## config.mk

```make
export PLATFORM = sky130hd
export DESIGN_NAME = mem_bus_master_flat
export DESIGN_NICKNAME = d
export VERILOG_FILES = /design/src/rtl/mem_bus_pkg.sv /design/src/rtl/mem_bus_if.sv /design/src/rtl/bus_timeout_ctr.sv /design/src/rtl/mem_bus_master.sv /design/src/flat_wrapper.sv
export SDC_FILE = /design/constraint.sdc
export NUM_CORES = 1
export LEC_CHECK = 0
export BUFFER_PORTS_ARGS = -buffer_cell sky130_fd_sc_hd__clkbuf_2
export CAP_MARGIN = 40
export CORE_ASPECT_RATIO = 1.5
export CORE_MARGIN = 5
export CORE_UTILIZATION = 46
export CTS_BUF_LIST = sky130_fd_sc_hd__clkbuf_16
export DETAILED_ROUTE_END_ITERATION = 8
export PLACE_DENSITY = 0.79
export SETUP_SLACK_MARGIN = 0.02
export SLEW_MARGIN = 15
export SYNTH_ARGS = -nofsm -noshare
export SYNTH_HDL_FRONTEND = slang
export SYNTH_SLANG_ARGS = --single-unit
```

## constraint.sdc

```tcl
create_clock -name clk -period 4.1 [get_ports clk]
set_input_delay 0.82 -clock clk [delete_from_list [all_inputs] [get_ports clk]]
set_output_delay 0.82 -clock clk [all_outputs]
set_load 0.02 [all_outputs]
```

## src/rtl/mem_bus_pkg.sv

```systemverilog
// Shared definitions for the data-memory bus initiator.
//   state_e    : initiator FSM states (IDLE, ACCESS, RDWAIT)
//   size_e     : access size encoding (SZ_WORD=0, SZ_HALF=1)
//   DEF_*      : default timeout / read-latency settings
//   is_aligned : alignment check of a byte address for a given access size
package mem_bus_pkg;

  typedef enum logic [1:0] {
    IDLE   = 2'd0,
    ACCESS = 2'd1,
    RDWAIT = 2'd2
  } state_e;

  typedef enum logic {
    SZ_WORD = 1'b0,
    SZ_HALF = 1'b1
  } size_e;

  localparam int DEF_TIMEOUT = 15;
  localparam int DEF_RD_LAT  = 1;

  // Words need both low address bits clear, half-words only bit 0.
  function automatic logic is_aligned(input logic [1:0] lsb, input size_e sz);
    return (sz == SZ_HALF) ? (lsb[0] == 1'b0) : (lsb == 2'b00);
  endfunction

endpackage

```

## src/rtl/mem_bus_if.sv

```systemverilog
// Strobe/acknowledge data-memory bus between an initiator and a responder.
//   stb_o, cyc_o : strobe / cycle (initiator -> responder)
//   we_o         : write enable
//   adr_o        : byte address
//   dat_o        : write data
//   half_w_o     : half-word select
//   signext_o    : 1 = responder zero-extends half-word reads
//   ack_i        : acknowledge (responder -> initiator)
//   dat_i        : read data   (responder -> initiator)
interface mem_bus_if;
  logic        stb_o;
  logic        cyc_o;
  logic        we_o;
  logic [31:0] adr_o;
  logic [31:0] dat_o;
  logic        half_w_o;
  logic        signext_o;
  logic        ack_i;
  logic [31:0] dat_i;

  modport master (
    output stb_o, cyc_o, we_o, adr_o, dat_o, half_w_o, signext_o,
    input  ack_i, dat_i
  );

  modport slave (
    input  stb_o, cyc_o, we_o, adr_o, dat_o, half_w_o, signext_o,
    output ack_i, dat_i
  );
endinterface

```

## src/rtl/bus_timeout_ctr.sv

```systemverilog
// Watchdog counter for bus initiators.
//   clk, rst : clock, asynchronous active-high reset
//   clr_i    : clear count to zero (has priority over en_i)
//   en_i     : count this cycle
//   tc_o     : high in the counting cycle that brings the count to TIMEOUT,
//              so the caller can abort on the same edge
module bus_timeout_ctr #(
  parameter int TIMEOUT = 15
) (
  input  logic clk,
  input  logic rst,
  input  logic clr_i,
  input  logic en_i,
  output logic tc_o
);
  localparam int CW = $clog2(TIMEOUT + 1);

  logic [CW-1:0] cnt_q, cnt_d;

  assign tc_o = en_i && (cnt_q == CW'(TIMEOUT - 1));

  always_comb begin
    cnt_d = cnt_q;
    if (clr_i || tc_o) begin
      cnt_d = '0;
    end else if (en_i) begin
      cnt_d = cnt_q + 1'b1;
    end
  end

  always_ff @(posedge clk or posedge rst) begin
    if (rst) begin
      cnt_q <= '0;
    end else begin
      cnt_q <= cnt_d;
    end
  end
endmodule

```

## src/rtl/mem_bus_master.sv

```systemverilog
// Data-memory bus initiator: turns single CPU load/store requests into
// strobe/acknowledge bus transactions, checks alignment, waits out the
// responder's read latency and aborts hung accesses after TIMEOUT cycles.
//   clk, rst                 : clock, asynchronous active-high reset
//   req_i, we_i, addr_i,
//   wdata_i, half_i,
//   signext_i                : CPU request (sampled only while idle)
//   busy_o, done_o, err_o    : status; done_o/err_o are one-cycle pulses
//   rdata_o                  : load result, held until the next load completes
//   bus                      : memory bus, initiator side
// Every output comes straight from a flop.
module mem_bus_master
  import mem_bus_pkg::*;
#(
  parameter int TIMEOUT = DEF_TIMEOUT,
  parameter int RD_LAT  = DEF_RD_LAT
) (
  input  logic        clk,
  input  logic        rst,
  input  logic        req_i,
  input  logic        we_i,
  input  logic [31:0] addr_i,
  input  logic [31:0] wdata_i,
  input  logic        half_i,
  input  logic        signext_i,
  output logic        busy_o,
  output logic        done_o,
  output logic        err_o,
  output logic [31:0] rdata_o,
  mem_bus_if.master   bus
);

  state_e      state_q, state_d;
  logic        stb_q, stb_d;
  logic        cyc_q, cyc_d;
  logic        we_q, we_d;
  logic [31:0] adr_q, adr_d;
  logic [31:0] dat_q, dat_d;
  logic        half_q, half_d;
  logic        sext_q, sext_d;
  logic        busy_q, busy_d;
  logic        done_q, done_d;
  logic        err_q, err_d;
  logic [31:0] rdata_q, rdata_d;
  logic [1:0]  lat_q, lat_d;

  logic tmr_clr, tmr_en, tmr_tc;
  logic lat_last;

  bus_timeout_ctr #(.TIMEOUT(TIMEOUT)) u_tmr (
    .clk  (clk),
    .rst  (rst),
    .clr_i(tmr_clr),
    .en_i (tmr_en),
    .tc_o (tmr_tc)
  );

  assign lat_last = (int'(lat_q) >= RD_LAT - 1);

  always_comb begin
    state_d = state_q;
    stb_d   = stb_q;
    cyc_d   = cyc_q;
    we_d    = we_q;
    adr_d   = adr_q;
    dat_d   = dat_q;
    half_d  = half_q;
    sext_d  = sext_q;
    rdata_d = rdata_q;
    lat_d   = lat_q;
    done_d  = 1'b0;
    err_d   = 1'b0;
    tmr_clr = 1'b1;
    tmr_en  = 1'b0;

    unique case (state_q)
      IDLE: begin
        if (req_i) begin
          if (!is_aligned(addr_i[1:0], size_e'(half_i))) begin
            err_d = 1'b1;
          end else begin
            state_d = ACCESS;
            stb_d   = 1'b1;
            cyc_d   = 1'b1;
            we_d    = we_i;
            adr_d   = addr_i;
            // Replicate the half-word so the responder can pick either bank.
            dat_d   = half_i ? {wdata_i[15:0], wdata_i[15:0]} : wdata_i;
            half_d  = half_i;
            sext_d  = ~signext_i;
            lat_d   = 2'd0;
          end
        end
      end

      ACCESS: begin
        tmr_clr = 1'b0;
        tmr_en  = ~bus.ack_i;
        // ack_i masks the timer enable, so an ack on the terminal cycle wins.
        if (bus.ack_i) begin
          stb_d = 1'b0;
          if (we_q) begin
            cyc_d   = 1'b0;
            done_d  = 1'b1;
            state_d = IDLE;
          end else if (RD_LAT == 0) begin
            rdata_d = bus.dat_i;
            cyc_d   = 1'b0;
            done_d  = 1'b1;
            state_d = IDLE;
          end else begin
            state_d = RDWAIT;
          end
        end else if (tmr_tc) begin
          stb_d   = 1'b0;
          cyc_d   = 1'b0;
          err_d   = 1'b1;
          state_d = IDLE;
        end
      end

      RDWAIT: begin
        if (lat_last) begin
          rdata_d = bus.dat_i;
          cyc_d   = 1'b0;
          done_d  = 1'b1;
          state_d = IDLE;
        end else begin
          lat_d = lat_q + 2'd1;
        end
      end

      default: begin
        state_d = IDLE;
        stb_d   = 1'b0;
        cyc_d   = 1'b0;
      end
    endcase

    busy_d = (state_d != IDLE);
  end

  always_ff @(posedge clk or posedge rst) begin
    if (rst) begin
      state_q <= IDLE;
      stb_q   <= 1'b0;
      cyc_q   <= 1'b0;
      we_q    <= 1'b0;
      adr_q   <= '0;
      dat_q   <= '0;
      half_q  <= 1'b0;
      sext_q  <= 1'b0;
      busy_q  <= 1'b0;
      done_q  <= 1'b0;
      err_q   <= 1'b0;
      rdata_q <= '0;
      lat_q   <= 2'd0;
    end else begin
      state_q <= state_d;
      stb_q   <= stb_d;
      cyc_q   <= cyc_d;
      we_q    <= we_d;
      adr_q   <= adr_d;
      dat_q   <= dat_d;
      half_q  <= half_d;
      sext_q  <= sext_d;
      busy_q  <= busy_d;
      done_q  <= done_d;
      err_q   <= err_d;
      rdata_q <= rdata_d;
      lat_q   <= lat_d;
    end
  end

  assign bus.stb_o     = stb_q;
  assign bus.cyc_o     = cyc_q;
  assign bus.we_o      = we_q;
  assign bus.adr_o     = adr_q;
  assign bus.dat_o     = dat_q;
  assign bus.half_w_o  = half_q;
  assign bus.signext_o = sext_q;
  assign busy_o        = busy_q;
  assign done_o        = done_q;
  assign err_o         = err_q;
  assign rdata_o       = rdata_q;

endmodule

```

## src/flat_wrapper.sv

```systemverilog
// flat-port wrapper written by rule: the top's interface ports become plain ports
module mem_bus_master_flat import mem_bus_pkg::*;
#(
  parameter int TIMEOUT = DEF_TIMEOUT,
  parameter int RD_LAT  = DEF_RD_LAT
)
  (clk, rst, req_i, we_i, addr_i, wdata_i, half_i, signext_i, busy_o, done_o, err_o, rdata_o, bus_stb_o, bus_cyc_o, bus_we_o, bus_adr_o, bus_dat_o, bus_half_w_o, bus_signext_o, bus_ack_i, bus_dat_i);
  mem_bus_if bus_i ();
  input  logic clk;
  input  logic rst;
  input  logic req_i;
  input  logic we_i;
  input  logic [31:0] addr_i;
  input  logic [31:0] wdata_i;
  input  logic half_i;
  input  logic signext_i;
  output logic busy_o;
  output logic done_o;
  output logic err_o;
  output logic [31:0] rdata_o;
  output wire logic [$bits(bus_i.stb_o)-1:0] bus_stb_o;
  output wire logic [$bits(bus_i.cyc_o)-1:0] bus_cyc_o;
  output wire logic [$bits(bus_i.we_o)-1:0] bus_we_o;
  output wire logic [$bits(bus_i.adr_o)-1:0] bus_adr_o;
  output wire logic [$bits(bus_i.dat_o)-1:0] bus_dat_o;
  output wire logic [$bits(bus_i.half_w_o)-1:0] bus_half_w_o;
  output wire logic [$bits(bus_i.signext_o)-1:0] bus_signext_o;
  input wire logic [$bits(bus_i.ack_i)-1:0] bus_ack_i;
  input wire logic [$bits(bus_i.dat_i)-1:0] bus_dat_i;
  assign bus_stb_o = bus_i.stb_o;
  assign bus_cyc_o = bus_i.cyc_o;
  assign bus_we_o = bus_i.we_o;
  assign bus_adr_o = bus_i.adr_o;
  assign bus_dat_o = bus_i.dat_o;
  assign bus_half_w_o = bus_i.half_w_o;
  assign bus_signext_o = bus_i.signext_o;
  assign bus_i.ack_i = bus_ack_i;
  assign bus_i.dat_i = bus_dat_i;
  mem_bus_master #(.TIMEOUT(TIMEOUT), .RD_LAT(RD_LAT)) u_core (.clk(clk), .rst(rst), .req_i(req_i), .we_i(we_i), .addr_i(addr_i), .wdata_i(wdata_i), .half_i(half_i), .signext_i(signext_i), .busy_o(busy_o), .done_o(done_o), .err_o(err_o), .rdata_o(rdata_o), .bus(bus_i));
endmodule
```

# [Word level (Yosys, flattened, before mapping)]
# Cells that the tools add are included.
[totals] regBits=110 input_bits=103 output_inout_bits=104
[classes] n_addsub=1 eq_ne=7 muxes=28 n_bitwise=4 n_reduce_logical=9
[op_table] op="$mux W32" count=1
[op_table] op="$mux W1" count=15
[op_table] op="$mux W2" count=5
[op_table] op="$mux W4" count=2
[op_table] op="$reduce_and A4 Y1" count=2
[op_table] op="$pmux W1 S2" count=3
[op_table] op="$add A4 B1 Y4 const B" count=1
[op_table] op="$eq A4 B4 Y1 const B" count=1
[op_table] op="$logic_not A2 Y1" count=2
[op_table] op="$not A1 Y1" count=4
[op_table] op="$pmux W2 S2" count=1
[op_table] op="$reduce_bool A2 Y1" count=2
[op_table] op="$ne A3 B2 Y1 const B" count=1
[op_table] op="$ne A3 B3 Y1 const B" count=1
[op_table] op="$pmux W1 S3" count=1
[op_table] op="$reduce_and A3 Y1" count=1
[op_table] op="$eq A2 B1 Y1 const B" count=1
[op_table] op="$eq A2 B2 Y1 const B" count=1
[op_table] op="$ne A2 B1 Y1 const B" count=1
[op_table] op="$ne A2 B2 Y1 const B" count=1
[op_table] op="$logic_and A1 B1 Y1" count=1
[op_table] op="$logic_or A1 B1 Y1" count=1

# [Logic depth before layout (Yosys ltp)]
[logic_depth] word_depth=7 depth_mapped=8 ltp_nobuf=6

# [Modules after synthesis]
# Synthesis repeated with hierarchy kept, for this count alone.
[unflattened] hier_cells=291 area_unflattened_um2=4505.6
[modules_own_cells] mod="mem_bus_master" n_inst=1 cells_each=271 area_each_um2=4289.1 seq_area_each_um2=2652.5
[modules_own_cells] mod="bus_timeout_ctr" n_inst=1 cells_each=20 area_each_um2=216.5 seq_area_each_um2=100.1

# [Least setup slack after synthesis]
# No wires, ideal clock.
[synth_timing] path_type="in2reg" from="input port half_i" to="register u_core.adr_q[22], in the netlist u_core.bus.adr_o[22]" arrival_time_ns=1.833 path_slack_ns=2.140 path_stages=6 n_path_buf=3 path_cell_list="buf_4 -> nor2b_4 -> nor3_4 -> buf_6 -> buf_6 -> mux2_1"
[synth_between] elab_chain_cells=2
[synth_lines] element="start: declaration" line="flat_wrapper.sv:15" rtl="input logic half_i;"
[synth_lines] element="$mux W1" line="mem_bus_pkg.sv:24" rtl="return (sz == SZ_HALF) ? (lsb[0] == 1'b0) : (lsb == 2'b00);"
[synth_lines] element="$reduce_and A3 Y1 (no line)"
[synth_lines] element="end signal: assignment" line="mem_bus_master.sv:163" rtl="adr_q <= adr_d;"
[synth_lines] element="end: declaration" line="mem_bus_master.sv:37" rtl="logic [31:0] adr_q, adr_d;"
# No other way between the ends.
# A chain may end at the register's enable or synchronous reset.

# [Worst setup path in the final report]
[layout_timing] from="input port half_i" to="register u_core.adr_q[31], in the netlist u_core.bus.adr_o[31]"
# The elaborated chain is that of the path after synthesis.

==> flow_summary.toml <==
[global_routing]
grt_pass1_wl_um = 17200
antenna_found_initial = 0
grtUsageTotal = 0.180
grt_overflow = 0
grt_pass1_vias = 3494
grt_start_max_net_pins = 82

[power_and_ir_drop]
leakagePower_nw = 2.96
vdd_drop_max_mv = 0.458
p_per_area_nw_per_um2 = 840

[yosys]
synthMuxAreaShare = 0.245
yosys.area_share.adder = 0.0142
synth_edf_count = 0
synth_top_area_frac = 0.624
ys_types = 30
synth_compound_area_frac = 0.0417
ys_top_cells_by_count = "110 x dfrtp_1, 56 x mux2_2, 25 x mux2_1"
synth.most_common_cell = "dfrtp_1"
syn_area_per_cell_um2 = 14.5
syn-num-nets = 413
syn_inst = 305
ys_ff_latch = 110
yosys.area_share.xor_xnor = 0.00198
async_flop_share = 1.00
synthFlopType = "dfrtp_1"
synth-simple-area-share = 0.0425
synth_area_leader_cell = "dfrtp_1"
ys_top_cells_by_area = "dfrtp_1 62%, mux2_2 14%, mux2_1 6.4%"
synth_top_family_by_area = "multiplexers"
yosysSeqAreaShare = 0.624
ys_warn_count = 0
netlist_area_um2 = 4410

[die]
start_util = 0.474
die_area_um2 = 11700
std_cell_rows = 43
io_pins = 207
die_w_um = 90.0
die_h_um = 130
core_um2 = 9310

[route]
via_per_inst = 5.07
postRouteAntennaNets = 0
drt-total-wl_um = 10400
avgRoutedWirePerCell_um = 16.6
drt_pass1_iterations = 6
drt-initial-drc-count = 84
drc = 0
dr_total_vias = 3172

[timing]
finalMaxSlewViolations = 0
slew_headroom = 0.580
setup_violations = 0
hold_viol_final = 0
rsz0062_at_grt = "false"
fin_crit_ps = 2290
clock_skew_ps = 11.1
max_freq_ghz = 0.436
tns_ps = 0
finalCritPeriodShare = 0.560
tightest_slew_ps = 630

[clock_network]
cts-buffers-inserted = 9
cts.clk_slew.worst_paths_ps = 70
cts.sinks = 110
cts_max_path_buffers = 2
cts_resized = 0
cts_root_buf = "clkbuf_16"
htreeDepth = 3
clk-insertion-delay-late_ps = 340
cts_setup_buffers = 0
cts.hold.buffers_added = 0
cts_tree = "built"

[placed_design]
dp_hpwl_um = 8060
gp_congestion = 0.772
port_buffers = 206

[critical_path]
cp_cell_sequence = "clkbuf_2 > nor2b_4 > nor3_4 > buf_12 > mux2_2"
max_stage_delay_ps = 490
cp-start-kind = "input port"
slowest_stage = "clkbuf_2"
cp-end-kind = "register"
worstPathMaxFanout = 81
worstSetupPathType = "input port to register"
cp.required_ps = 4310
arrival_ps = 2510

[cells_and_area]
fill_cells = 739
syn2layout_area_growth_pct = 32.7
nets = 617
area.sequential_um2 = 2750
multi_input_area_um2 = 1530
antenna_cells = 0
final_core_util = 0.629
final_layout_size_suffix_gt1_frac = 0.553

[hold_path]
hp-class = "register to register"

[job]
cap_viol_max_count = 0

[status]
run_status = "complete, no violations"
placed cells by master, fill, tap and decap left out, types with 2 or more instances in the layout:
master	Yosys	routed
a21oi_1	17	17
buf_4	3	2
bufinv_16	0	2
clkbuf_16	0	9
clkbuf_2	0	206
dfrtp_1	110	110
ha_1	5	5
inv_1	6	6
inv_6	0	2
mux2_1	25	25
mux2_2	56	56
mux2i_1	17	17
nand2_1	3	3
nand2b_1	2	2
nand3_1	6	6
nor2_1	19	19
nor2b_1	3	3
o21ai_0	5	5
o22a_1	2	2
where the power goes:
group	total [W]	internal [W]	switching, W
registers	0.00190	0.00161	0.000286
clock network	0.000917	0.000538	0.000380
logic	0.00210	0.000852	0.00125
total	0.00492	0.00300	0.00192
state kept, by name, indices dropped and copies added (netlist names):
name,count
u_core.rdata_o,32
u_core.bus.signext_o,1
u_core.bus.dat_o,32
u_core.bus.we_o,1
u_core.busy_o,1
u_core.bus.adr_o,32
u_core.state_q,2
u_core.err_o,1
u_core.bus.half_w_o,1
u_core.u_tmr.cnt_q,4
u_core.bus.cyc_o,1
u_core.done_o,1
u_core.bus.stb_o,1
final cells by class:
type / count / area share
Timing Repair Buffer: 210 / 0.187
Tap cell: 112 / 0.0239
Sequential cell: 110 / 0.470
Clock inverter: 7 / 0.0162
Inverter: 6 / 0.00427
Clock buffer: 9 / 0.0385
Multi-Input combinational cell: 172 / 0.260
stage by stage:
stage	power (W)	hold slack (ps)	area, µm²	cells	setup slack, ps
3_3_place_gp	0.00397	467	5510	609	1480
2_1_floorplan	0.00327	491	4410	305	378
3_5_place_dp	0.00405	475	5540	610	1460
6_report	0.00492	488	5860	626	1810
5_1_grt	0.00523	510	5860	626	1720
4_1_cts	0.00499	490	5860	626	1820
final timing paths:
path	endpoint	slack [ps]	startpoint	depth (start not counted)
worst min-delay path	u_core.bus.adr_o[21]	490	u_core.bus.adr_o[21]	1
worst min register to register	u_core.bus.adr_o[21]	490	u_core.bus.adr_o[21]	1
max in group asynchronous	u_core.bus.adr_o[21]	2670	rst	4
min in group asynchronous	u_core.rdata_o[10]	520	rst	2
worst max register to register	u_core.bus.adr_o[31]	2010	u_core.state_q[0]	6
worst max-delay path	u_core.bus.adr_o[31]	1810	half_i	5
cell families after synthesis:
family | count (synthesis)
AO/OA/AOI/OAI | 31
flip-flops | 110
AND/OR/NAND/NOR | 37
XOR/XNOR | 1
buffers and inverters | 23
adder cells (fa/ha/maj) | 5
multiplexers | 98
per-layer routing:
metal  part of all wire  track usage
met1               0.37        0.210
met3              0.083       0.0559
met2               0.52        0.318
met5                  0            0
met4              0.023       0.0596
critical path, delay by kind of cell:
family / cells / cell delay [ps]
buffers and inverters: 2 / 860
multiplexers: 1 / 380
AND/OR/NAND/NOR: 2 / 400
Note: power is estimated with default switching activity, not from simulation.
